===== config.mk =====
export PLATFORM = sky130hd
export DESIGN_NAME = inst_fetch
export DESIGN_NICKNAME = d
export VERILOG_FILES = /design/src/rtl/inst_fetch.sv
export SDC_FILE = /design/constraint.sdc
export NUM_CORES = 1
export LEC_CHECK = 0
export ABC_AREA = 1
export BUFFER_PORTS_ARGS = -buffer_cell sky130_fd_sc_hd__clkbuf_2
export CORE_ASPECT_RATIO = 1.5
export CORE_UTILIZATION = 44
export DETAILED_ROUTE_END_ITERATION = 10
export PLACE_DENSITY = 0.74
export SYNTH_ARGS = -nofsm -noshare
export SYNTH_HDL_FRONTEND = slang
export SYNTH_SLANG_ARGS = --single-unit

===== constraint.sdc =====
create_clock -name clk -period 3.17 [get_ports clk]
set_input_delay 0.317 -clock clk [delete_from_list [all_inputs] [get_ports clk]]
set_output_delay 0.317 -clock clk [all_outputs]
set_load 0.02 [all_outputs]

===== src/rtl/inst_fetch.sv =====
// Instruction fetch stage for the multi-cycle CPU.
// One memory read per rising edge of the fetch phase, via a req/ack handshake.
// The fetched word is captured into ir, pc advances, and HALT opcodes are flagged.
// A watchdog stops the CPU if the memory never acknowledges a request.
module inst_fetch #(
   parameter int              AW       = 8,
   parameter logic [AW-1:0]   RESET_PC = '0,
   parameter logic [5:0]      HLT_OP   = 6'h3F,
   parameter int              TIMEOUT  = 15
) (
   input  logic          clk,
   input  logic          n_rst,
   input  logic          ph_f,
   output logic          mem_req,
   output logic [AW-1:0] mem_addr,
   input  logic          mem_ack,
   input  logic [31:0]   mem_rdata,
   output logic [31:0]   ir,
   output logic          ir_valid,
   output logic [AW-1:0] pc,
   output logic          stall,
   output logic          hlt,
   output logic          err
);

   typedef enum logic [1:0] {S_IDLE, S_REQ, S_DONE, S_HALT} state_t;

   // Watchdog value at which a further cycle without ack becomes a trap.
   localparam logic [7:0] WDOG_LAST = 8'(TIMEOUT - 1);

   state_t        state_reg, state_next;
   logic          ph_f_q_reg;
   logic [AW-1:0] pc_reg;
   logic [31:0]   ir_reg;
   logic          mem_req_reg;
   logic          hlt_reg;
   logic          err_reg;
   logic [7:0]    wdog_reg;

   logic          fetch_go;
   logic          is_hlt_word;
   logic          wdog_expired;

   // Only the rising edge of the fetch phase starts a fetch; a held level does not.
   assign fetch_go     = ph_f & ~ph_f_q_reg;
   assign is_hlt_word  = (mem_rdata[31:26] == HLT_OP);
   assign wdog_expired = (wdog_reg == WDOG_LAST);

   assign mem_req  = mem_req_reg;
   assign mem_addr = pc_reg;
   assign pc       = pc_reg;
   assign ir       = ir_reg;
   assign hlt      = hlt_reg;
   assign err      = err_reg;

   // State register.
   always_ff @(posedge clk or negedge n_rst) begin
      if (!n_rst) begin
         state_reg <= S_IDLE;
      end else begin
         state_reg <= state_next;
      end
   end

   // Next-state logic; an ack arriving on the watchdog's last cycle still wins.
   always_comb begin
      state_next = state_reg;
      case (state_reg)
         S_IDLE: if (fetch_go && !hlt_reg) state_next = S_REQ;
         S_REQ: begin
            if (mem_ack)           state_next = S_DONE;
            else if (wdog_expired) state_next = S_HALT;
         end
         S_DONE:  state_next = hlt_reg ? S_HALT : S_IDLE;
         S_HALT:  state_next = S_HALT;
         default: state_next = S_IDLE;
      endcase
   end

   // Outputs decoded from state: stall asserts in the same cycle the fetch phase rises.
   always_comb begin
      stall    = 1'b0;
      ir_valid = 1'b0;
      case (state_reg)
         S_IDLE:  stall    = fetch_go;
         S_REQ:   stall    = 1'b1;
         S_DONE:  ir_valid = 1'b1;
         default: begin
            stall    = 1'b0;
            ir_valid = 1'b0;
         end
      endcase
   end

   // Datapath: request line, watchdog, instruction capture, pc advance and sticky flags.
   always_ff @(posedge clk or negedge n_rst) begin
      if (!n_rst) begin
         ph_f_q_reg  <= 1'b0;
         pc_reg      <= RESET_PC;
         ir_reg      <= '0;
         mem_req_reg <= 1'b0;
         hlt_reg     <= 1'b0;
         err_reg     <= 1'b0;
         wdog_reg    <= '0;
      end else begin
         ph_f_q_reg <= ph_f;
         case (state_reg)
            S_IDLE: begin
               if (fetch_go && !hlt_reg) begin
                  mem_req_reg <= 1'b1;
                  wdog_reg    <= '0;
               end
            end
            S_REQ: begin
               if (mem_ack) begin
                  ir_reg      <= mem_rdata;
                  mem_req_reg <= 1'b0;
                  // A HALT word leaves pc pointing at itself.
                  if (is_hlt_word) hlt_reg <= 1'b1;
                  else             pc_reg  <= pc_reg + AW'(1);
               end else if (wdog_expired) begin
                  mem_req_reg <= 1'b0;
                  err_reg     <= 1'b1;
                  hlt_reg     <= 1'b1;
               end else begin
                  wdog_reg <= wdog_reg + 8'd1;
               end
            end
            default: begin
            end
         endcase
      end
   end

endmodule

==> out/results.ini, run 1 <==
[die]
dieArea_sq_um=6080
ios=89
start_util=0.462
die_x_microns=64.0
rows=33
core-area_sq_um=5490
die_y_microns=95.0

[cells_and_area]
num_antenna_cells=0
final_cell_area_sq_um=3090
layout.nets=422
largest_reg_flops=32
post-route-util=0.562
layout_common_cells=nand2_1 (144), clkbuf_2 (88), dfrtp_1 (54)
fin_cells=454
final_common_cell=nand2_1
syn2layout_area_growth_pct=21.7
drive_above_1_share=0.279

[detailed_routing]
dr.pass1.iters=6
vias_per_cell=4.70
wl_mm=5.31
drc_errors=0
drt_iter0_markers=77
postRouteAntennaNets=0
vias=2134
post_drt_wl_per_cell_microns=11.7

[placement]
gp_congestion=0.786
io_buffers=88
dpl_cell_area_sq_um=2940
dp_cells=446
dp_hpwl_mm=3.89

[worst_setup_path]
crit_end=state_reg[0]
r2r_slack_ps=1380
crit_path_start_kind=flip-flop
rr_worst_depth=6
r2r-end=state_reg[0]
crit_fanout=34
cp-end-kind=flip-flop
critPathArrivalTime_ps=1980
regToRegStartpoint=state_reg[1]
cp.required_ps=3360
worstSetupStartpoint=state_reg[1]
critPathKind=flip-flop to flip-flop

[sta]
grt_setup_unrepaired=no
fmax_ghz=0.559
drv_slew=0
hold_viol=23
finClkSkew_ps=8.46
tightestPinTransition_ps=579
hold_ws_ps=-11.8
fin_crit_ps=1790
relSlewSlack=0.614
fin_crit_sh=0.564
setup_violations=0
final.setup.tns_ps=0

[outcome]
status=complete, but fails checks
violations=hold timing

[clocking]
cts.sinks=54
ctsResizeCount=0
cts-root-buf=clkbuf_8
cts_tree=yes
cts_buffers=5
post-cts-setup-buffers=0
worstSkewPairLatency_ps=310
cts_hold_buf=0
cts.clk_slew.worst_paths_ps=100
htreeDepth=2
clockBufferDepth=2

[min_path]
hp-class=input pin to async pin

[pwr]
powerDensity_nw_per_um2=934
ir_drop_mv=0.449
total_power_mw=2.88
leakage_nw=1.81

[global_routing]
grt_pass1_wl_mm=9.01
antenna_found_initial=0
overflow=0
grt_usage=0.190
grt_max_degree=35
grt_pass1_vias=2106

[synthesis]
yosysTopAreaCell=dfrtp_1
synth_cell_type_count=27
synth_top_area_share=0.533
syn-cell-area_sq_um=2530
yosysSeqAreaShare=0.533
syn_nets=341
yosysWarnings=0
netlist_instances=302
avgSynthCellArea_sq_um=8.39
ys_seq_elements=54
synthTopCellsByArea=dfrtp_1 (53%), nand2_1 (21%), buf_4 (3.3%)

[flow_run]
maxCapViolations=0

[worst min path at each step]
stage	endpoint	startpoint	slack [ps]
5_1_grt	ir[30]	n_rst	20
6_report	ir[0]	n_rst	-10
3_3_place_gp	ir[3]	n_rst	330
4_1_cts	ir[0]	n_rst	2
2_1_floorplan	err	n_rst	20
3_5_place_dp	ir[0]	n_rst	340
[layer usage]
layer	routed length, microns	share of wire	GRT usage
met5	0	0	0
met4	66	0.012	0.0644
met3	262	0.049	0.0411
met2	2730	0.51	0.348
met1	2250	0.42	0.217
[critical path, cell delays in order (launching register included)]
cell     delay (ps)
dfrtp_1         410
inv_1           130
nand2_4         120
nor2_8          400
inv_2           370
o31ai_1         160
a21oi_1          60
[power by group]
part	internal, mW	switching, mW	total [mW]
sequential	0.945	0.198	1.14
clock	0.337	0.224	0.561
combinational	0.379	0.799	1.18
[metrics by stage]
step / hold slack, ps / setup slack [ps]
6_report: -11.8 / 1380
5_1_grt: 19.2 / 1190
4_1_cts: 1.74 / 1360
3_5_place_dp: 344 / 1370
3_3_place_gp: 330 / 1430
2_1_floorplan: 21.4 / 1940
[synth_stat cells (all sizes together)]
library cell,instances
ha,3
xnor2,5
o31ai,1
inv,17
xor2,1
nor2,21
nand2,148
buf,15
nand3,13
nor3,1
o21bai,1
nor3b,1
a21o,1
o21ai,11
clkinv,1
nand4,2
a21oi,4
dfrtp,54
a21boi,2
[kinds of logic after synthesis]
family | synth area share
fa+ha+maj | 0.0148
compound gates | 0.0489
xor+xnor | 0.0207
buf+inv | 0.0775
simple gates | 0.305
flops | 0.533
[cell type report]
cell class / count / area [sq um]
fill: 528 / 2410
clock buffer: 6 / 82.6
inverter: 18 / 68.8
multi-input combinational: 215 / 987
sequential: 54 / 1350
tap: 70 / 87.6
timing repair buffer: 89 / 448
clock inverter: 2 / 60.1
No activity file was read; power rests on OpenSTA's default activity.
==> inputs of run 2 (changes only) <==
--- a/config.mk
+++ b/config.mk
@@ -5,12 +5,12 @@
 export SDC_FILE = /design/constraint.sdc
 export NUM_CORES = 1
 export LEC_CHECK = 0
-export ABC_AREA = 1
+export ABC_AREA = 0
 export BUFFER_PORTS_ARGS = -buffer_cell sky130_fd_sc_hd__clkbuf_2
 export CORE_ASPECT_RATIO = 1.5
 export CORE_UTILIZATION = 44
 export DETAILED_ROUTE_END_ITERATION = 10
-export PLACE_DENSITY = 0.74
+export PLACE_DENSITY = 0.78
 export SYNTH_ARGS = -nofsm -noshare
 export SYNTH_HDL_FRONTEND = slang
 export SYNTH_SLANG_ARGS = --single-unit
==> constraint.sdc (replaced) <==
create_clock -name clk -period 1.5 [get_ports clk]
set_input_delay 0.15 -clock clk [delete_from_list [all_inputs] [get_ports clk]]
set_output_delay 0.15 -clock clk [all_outputs]
set_load 0.02 [all_outputs]
==> run 2 against run 1 <==
Net effect:
- the flow finishes with violations (setup timing)
- synthesized cell count is 41% lower
- total power up 110%
- area after synthesis decreased by 7.1%
- critical path depth fell by 1
- routed wire length decreased by 15%
- sequential share of layout area grew 0.12 points
- cell count shrank 24%
- core utilization rose by 3.4 points
- die area fell by 6.9%
- register-to-register slack worse by 1400 ps
- sequential power rose by 110%
- largest power group unchanged
==> out/results.ini, run 2 <==
[cells_and_area]
syn2layout_area_growth_pct=30.7
largest_reg_flops=32
layout.nets=316
num_antenna_cells=0
post-route-util=0.596
drive_above_1_share=0.570
layout_common_cells=clkbuf_2 (88), dfrtp_1 (54), mux2_2 (33)
fin_cells=345
final_common_cell=clkbuf_2
nFillCells=434
final_cell_area_sq_um=3080

[synthesis]
avgSynthCellArea_sq_um=13.3
ys_seq_elements=54
synthAdderAreaFrac=0.0159
yosysWarnings=0
syn-cell-area_sq_um=2350
synthTopCellsByArea=dfrtp_1 (57%), mux2_2 (16%), buf_4 (2.6%)
yosysSeqAreaShare=0.574
synth_top_area_share=0.574
synth_most_common_cell=dfrtp_1
synth_edf_count=0
yosysTopAreaCell=dfrtp_1
muxShareOfSynthArea=0.158
ys_async_sr_fraction=1.00
netlist_instances=177
synth_top_family_by_area=multiplexers
synth_cell_type_count=36
synth_compound_area_frac=0.0680
synthTopCellsByCount=dfrtp_1 (54), mux2_2 (33), buf_4 (8)
synthFlopType=dfrtp_1
yosys.area_share.xor_xnor=0.0298
synthSimpleGateAreaFrac=0.107
syn_nets=216

[placement]
gp_congestion=0.795
dpl_cell_area_sq_um=2910
dp_hpwl_mm=3.35
io_buffers=88
dpl_worst_slack_ps=-40.9
dp_cells=333

[sta]
finalWorstSetupSlack_ps=-27.1
grt_setup_unrepaired=yes
drv_slew=0
fin_crit_sh=1.02
fmax_ghz=0.655
setup_violations=4
finClkSkew_ps=8.33
hold_viol=0
hold_ws_ps=73.8
tightestPinTransition_ps=282
relSlewSlack=0.809
fin_crit_ps=1530

[min_path]
whs_path_depth=2
hold_end=ir[2]
hold_start=mem_rdata[2]
hp-class=input pin to flip-flop

[detailed_routing]
post_drt_wl_per_cell_microns=13.1
vias=1698
postRouteAntennaNets=0
wl_mm=4.52
vias_per_cell=4.92
drt_iter0_markers=40
drc_errors=0
dr.pass1.iters=4

[clocking]
worstSkewPairLatency_ps=300
htreeDepth=2
clockBufferDepth=2
cts_buffers=5
cts.clk_slew.worst_paths_ps=90
cts_tree=yes
cts-root-buf=clkbuf_8
cts.sinks=54

[flow_run]
maxCapViolations=0

[die]
dieArea_sq_um=5650
ios=89
die_y_microns=91.6
die_x_microns=61.7
start_util=0.456
rows=32
core-area_sq_um=5160

[worst_setup_path]
critPathKind=flip-flop to flip-flop
cp-end-kind=flip-flop
r2r_slack_ps=-30
critPathArrivalTime_ps=1740
cp.required_ps=1710
regToRegStartpoint=state_reg[1]
rr_worst_depth=5
crit_fanout=8
crit_path_start_kind=flip-flop
r2r-end=wdog_reg[7]

[global_routing]
grt_pass1_vias=1641
grt_pass1_wl_mm=7.13
overflow=0
grt_max_degree=55
antenna_found_initial=0
grt_usage=0.169

[pwr]
powerDensity_nw_per_um2=1940
leakage_nw=1.54
ir_drop_mv=1.24

[outcome]
violations=setup timing
status=complete, but fails checks

## run 2: changes by cell type after synthesis, moves of 3 or more
cell,change
nand2_1,-138
mux2_2,+33
nor2_1,-16
inv_1,-11
nand3_1,-7
buf_2,+5
o21ai_1,-5
nand4_1,+4
a31oi_1,+3
and3_1,+3
buf_4,-3
buf_6,-3
or3_1,+3
## run 2: stage by stage
step	total power, mW	setup TNS [ps]
6_report	5.95	-40.8
3_5_place_dp	5.16	-118
4_1_cts	5.99	-209
2_1_floorplan	4.22	0
5_1_grt	6.37	-722
3_3_place_gp	5.09	0
## run 2: power by group
part / switching (mW) / internal [mW]
clock: 0.440 / 0.321
sequential: 0.367 / 2.04
combinational: 1.56 / 1.23
## run 2: worst max-delay path, stage by stage (launching register included)
cell	delay (ps)
dfrtp_1	440
buf_4	170
nor3b_4	240
o21ai_4	140
or3_1	330
o211ai_1	110
## run 2: cell type report
type                       instances  area [sq um]  area share
clock inverter                     1          7.51     0.00244
inverter                           4          15.0     0.00488
sequential                        54          1350       0.439
tap                               68          85.1      0.0277
timing repair buffer             107           613       0.199
clock buffer                       6          72.6      0.0236
multi-input combinational        105           932       0.303
## run 2: how the worst max path moves through the flow
stage                  from     endpoint  slack, ps  cells past startpoint
5_1_grt         wdog_reg[0]  wdog_reg[7]       -120                      6
2_1_floorplan   wdog_reg[4]  wdog_reg[7]         20                      5
3_3_place_gp    wdog_reg[0]  wdog_reg[7]         20                      6
3_5_place_dp    wdog_reg[0]  wdog_reg[6]        -40                      6
4_1_cts         wdog_reg[0]  wdog_reg[5]        -40                      6
6_report       state_reg[1]  wdog_reg[7]        -30                      5
## run 2: logic make-up after synthesis
| group | count (synthesis) |
|---|---|
| compound gates | 23 |
| xor+xnor | 8 |
| fa+ha+maj | 3 |
| buf+inv | 18 |
| flops | 54 |
| mux | 33 |
| simple gates | 38 |
## run 2: repair_timing
item | CTS | global route
setup endpoints to repair | 7 | 11
hold endpoints to repair | 55 | 0
hold buffers | 2 | 0
pin swaps | 3 | 4
resized for setup | 4 | 5
setup buffers | 2 | 1
## run 2: layer usage
metal	vias up	global-route usage	part of all wire
met2	61	0.292	0.52
li1	818	-	-
met4	0	0.0889	0.026
met5	-	0	0
met1	812	0.184	0.41
met3	7	0.0342	0.043
==> inputs of run 3 (changes only) <==
--- a/config.mk
+++ b/config.mk
@@ -10,7 +10,9 @@
 export CORE_ASPECT_RATIO = 1.5
 export CORE_UTILIZATION = 44
 export DETAILED_ROUTE_END_ITERATION = 10
+export MAX_ROUTING_LAYER = met4
 export PLACE_DENSITY = 0.78
+export REMOVE_ABC_BUFFERS = 1
 export SYNTH_ARGS = -nofsm -noshare
 export SYNTH_HDL_FRONTEND = slang
 export SYNTH_SLANG_ARGS = --single-unit
==> run 3 against run 2 <==
Net effect:
- the flow now finishes without violations
- highest routed layer unchanged
- critical path type unchanged
- setup slack better by 76 ps
- largest power group unchanged
- non-clock buffer count unchanged
- count of clock-buffer cells in the layout down 1
- combinational power about the same
==> out/results.ini, run 3 (same netlist as run 2, synthesis figures left out) <==
[sta]
setup_violations=0
hold_ws_ps=72.4
tightestPinTransition_ps=289
finalWorstSetupSlack_ps=49.2
drv_slew=0
hold_viol=0
fmax_ghz=0.689
finClkSkew_ps=4.84
fin_crit_ps=1450
relSlewSlack=0.808
grt_setup_unrepaired=yes
fin_crit_sh=0.967
final.setup.tns_ps=0

[pwr]
seqPwrFrac=0.393
ir_drop_mv=1.02
leakage_nw=1.56
switching_share=0.390
switchingPower_mw=2.40
powerDensity_nw_per_um2=1990
internal_power_mw=3.75
p_clk_frac=0.154
combPwrFrac=0.453

[cells_and_area]
largest_reg_flops=32
nFillCells=415
post-route-util=0.600
drive_above_1_share=0.566
layout_common_cells=clkbuf_2 (88), dfrtp_1 (54), mux2_2 (33)
layout.nets=317
final_common_cell=clkbuf_2
num_antenna_cells=0
syn2layout_area_growth_pct=31.5

[global_routing]
grt_pass1_vias=1762
overflow=0
grt_max_degree=55
grt_usage=0.185
grt_pass1_wl_mm=7.66
antenna_found_initial=0

[flow_run]
maxCapViolations=0

[clocking]
cts_tree=yes
cts.sinks=54
worstSkewPairLatency_ps=300
htreeDepth=2
cts_buffers=5
clockBufferDepth=2
cts-root-buf=clkbuf_8
cts.clk_slew.worst_paths_ps=90

[detailed_routing]
vias=1759
wl_mm=4.69
top_layer=met4
met3_length_microns=232
vias_per_cell=5.07
dr.pass1.iters=4
post_drt_wl_per_cell_microns=13.5
wl_met1_mm=1.84
drt_iter0_markers=96
wl_met2_mm=2.58
drc_errors=0
postRouteAntennaNets=0

[die]
die_y_microns=91.6
die_x_microns=61.7
ios=89
start_util=0.456
rows=32
core-area_sq_um=5160
dieArea_sq_um=5650

[worst_setup_path]
crit_path_start_kind=flip-flop
regToRegStartpoint=wdog_reg[0]
cp-end-kind=flip-flop
cp.required_ps=1720
critPathKind=flip-flop to flip-flop
r2r-end=wdog_reg[5]
r2r_slack_ps=50
crit_fanout=5
critPathArrivalTime_ps=1670
rr_worst_depth=7
worstSetupStartpoint=wdog_reg[0]
crit_end=wdog_reg[5]

[min_path]
hp-class=input pin to flip-flop

[placement]
gp_congestion=0.869
dp_hpwl_mm=3.41
dpl_worst_slack_ps=-24.1
io_buffers=88

[outcome]
status=complete, no violations

run 3: final cells by class:
type	count	area, sq um	share of cell area
flip-flops and latches	54	1350	0.436
multi-input cells	106	928	0.300
repair buffers	107	608	0.196
well taps	68	85.1	0.0275
clock buffers	5	68.8	0.0222
clock inverters	3	40.0	0.0129
inverters	4	15.0	0.00485
run 3: worst min-delay path by stage:
stage | from | end | slack [ps] | cells after the start
after floorplan | n_rst | err | -150 | 0
after global placement | n_rst | mem_addr[4] | 170 | 2
after detailed placement | n_rst | mem_addr[4] | 170 | 2
after CTS | mem_rdata[2] | ir[2] | 60 | 2
after global routing | mem_rdata[20] | ir[20] | 60 | 2
final | mem_rdata[2] | ir[2] | 70 | 2
run 3: through the flow:
step / power (mW) / instances / instance area, sq um
floorplan: 4.11 / 163 / 2260
global placement: 5.08 / 331 / 2890
detailed placement: 5.16 / 331 / 2890
CTS: 6.15 / 344 / 3050
global route: 6.54 / 347 / 3100
finish: 6.15 / 347 / 3100
run 3: critical path, cell delays in order (launching register included):
cell	delay (ps)
dfrtp_1	420
inv_2	80
ha_1	140
nand4b_1	110
buf_6	160
o21ai_4	200
nand2_4	100
o221ai_1	170
run 3: repair_timing:
item | in CTS | in global routing
endpoints found under the hold margin | 55 | 0
pin swaps | 2 | 5
resized for setup | 1 | 7
hold buffers | 2 | 0
cloned | 1 | 0
setup endpoints to repair | 6 | 29
buffers inserted | 2 | 3
run 3: layer usage:
layer  global-route usage  vias to the layer above
li1                     -                      829
met1                0.219                      858
met2                0.306                       68
met3               0.0356                        4
met4               0.0667                        0
met5                    -                        -
run 3: power groups by stage:
stage	clock, mW	combinational [mW]	sequential [mW]
CTS	0.987	2.75	2.42
global placement	0	2.66	2.42
detailed placement	0	2.71	2.45
finish	0.947	2.78	2.42
floorplan	0	0.960	3.15
global route	1.05	2.98	2.51
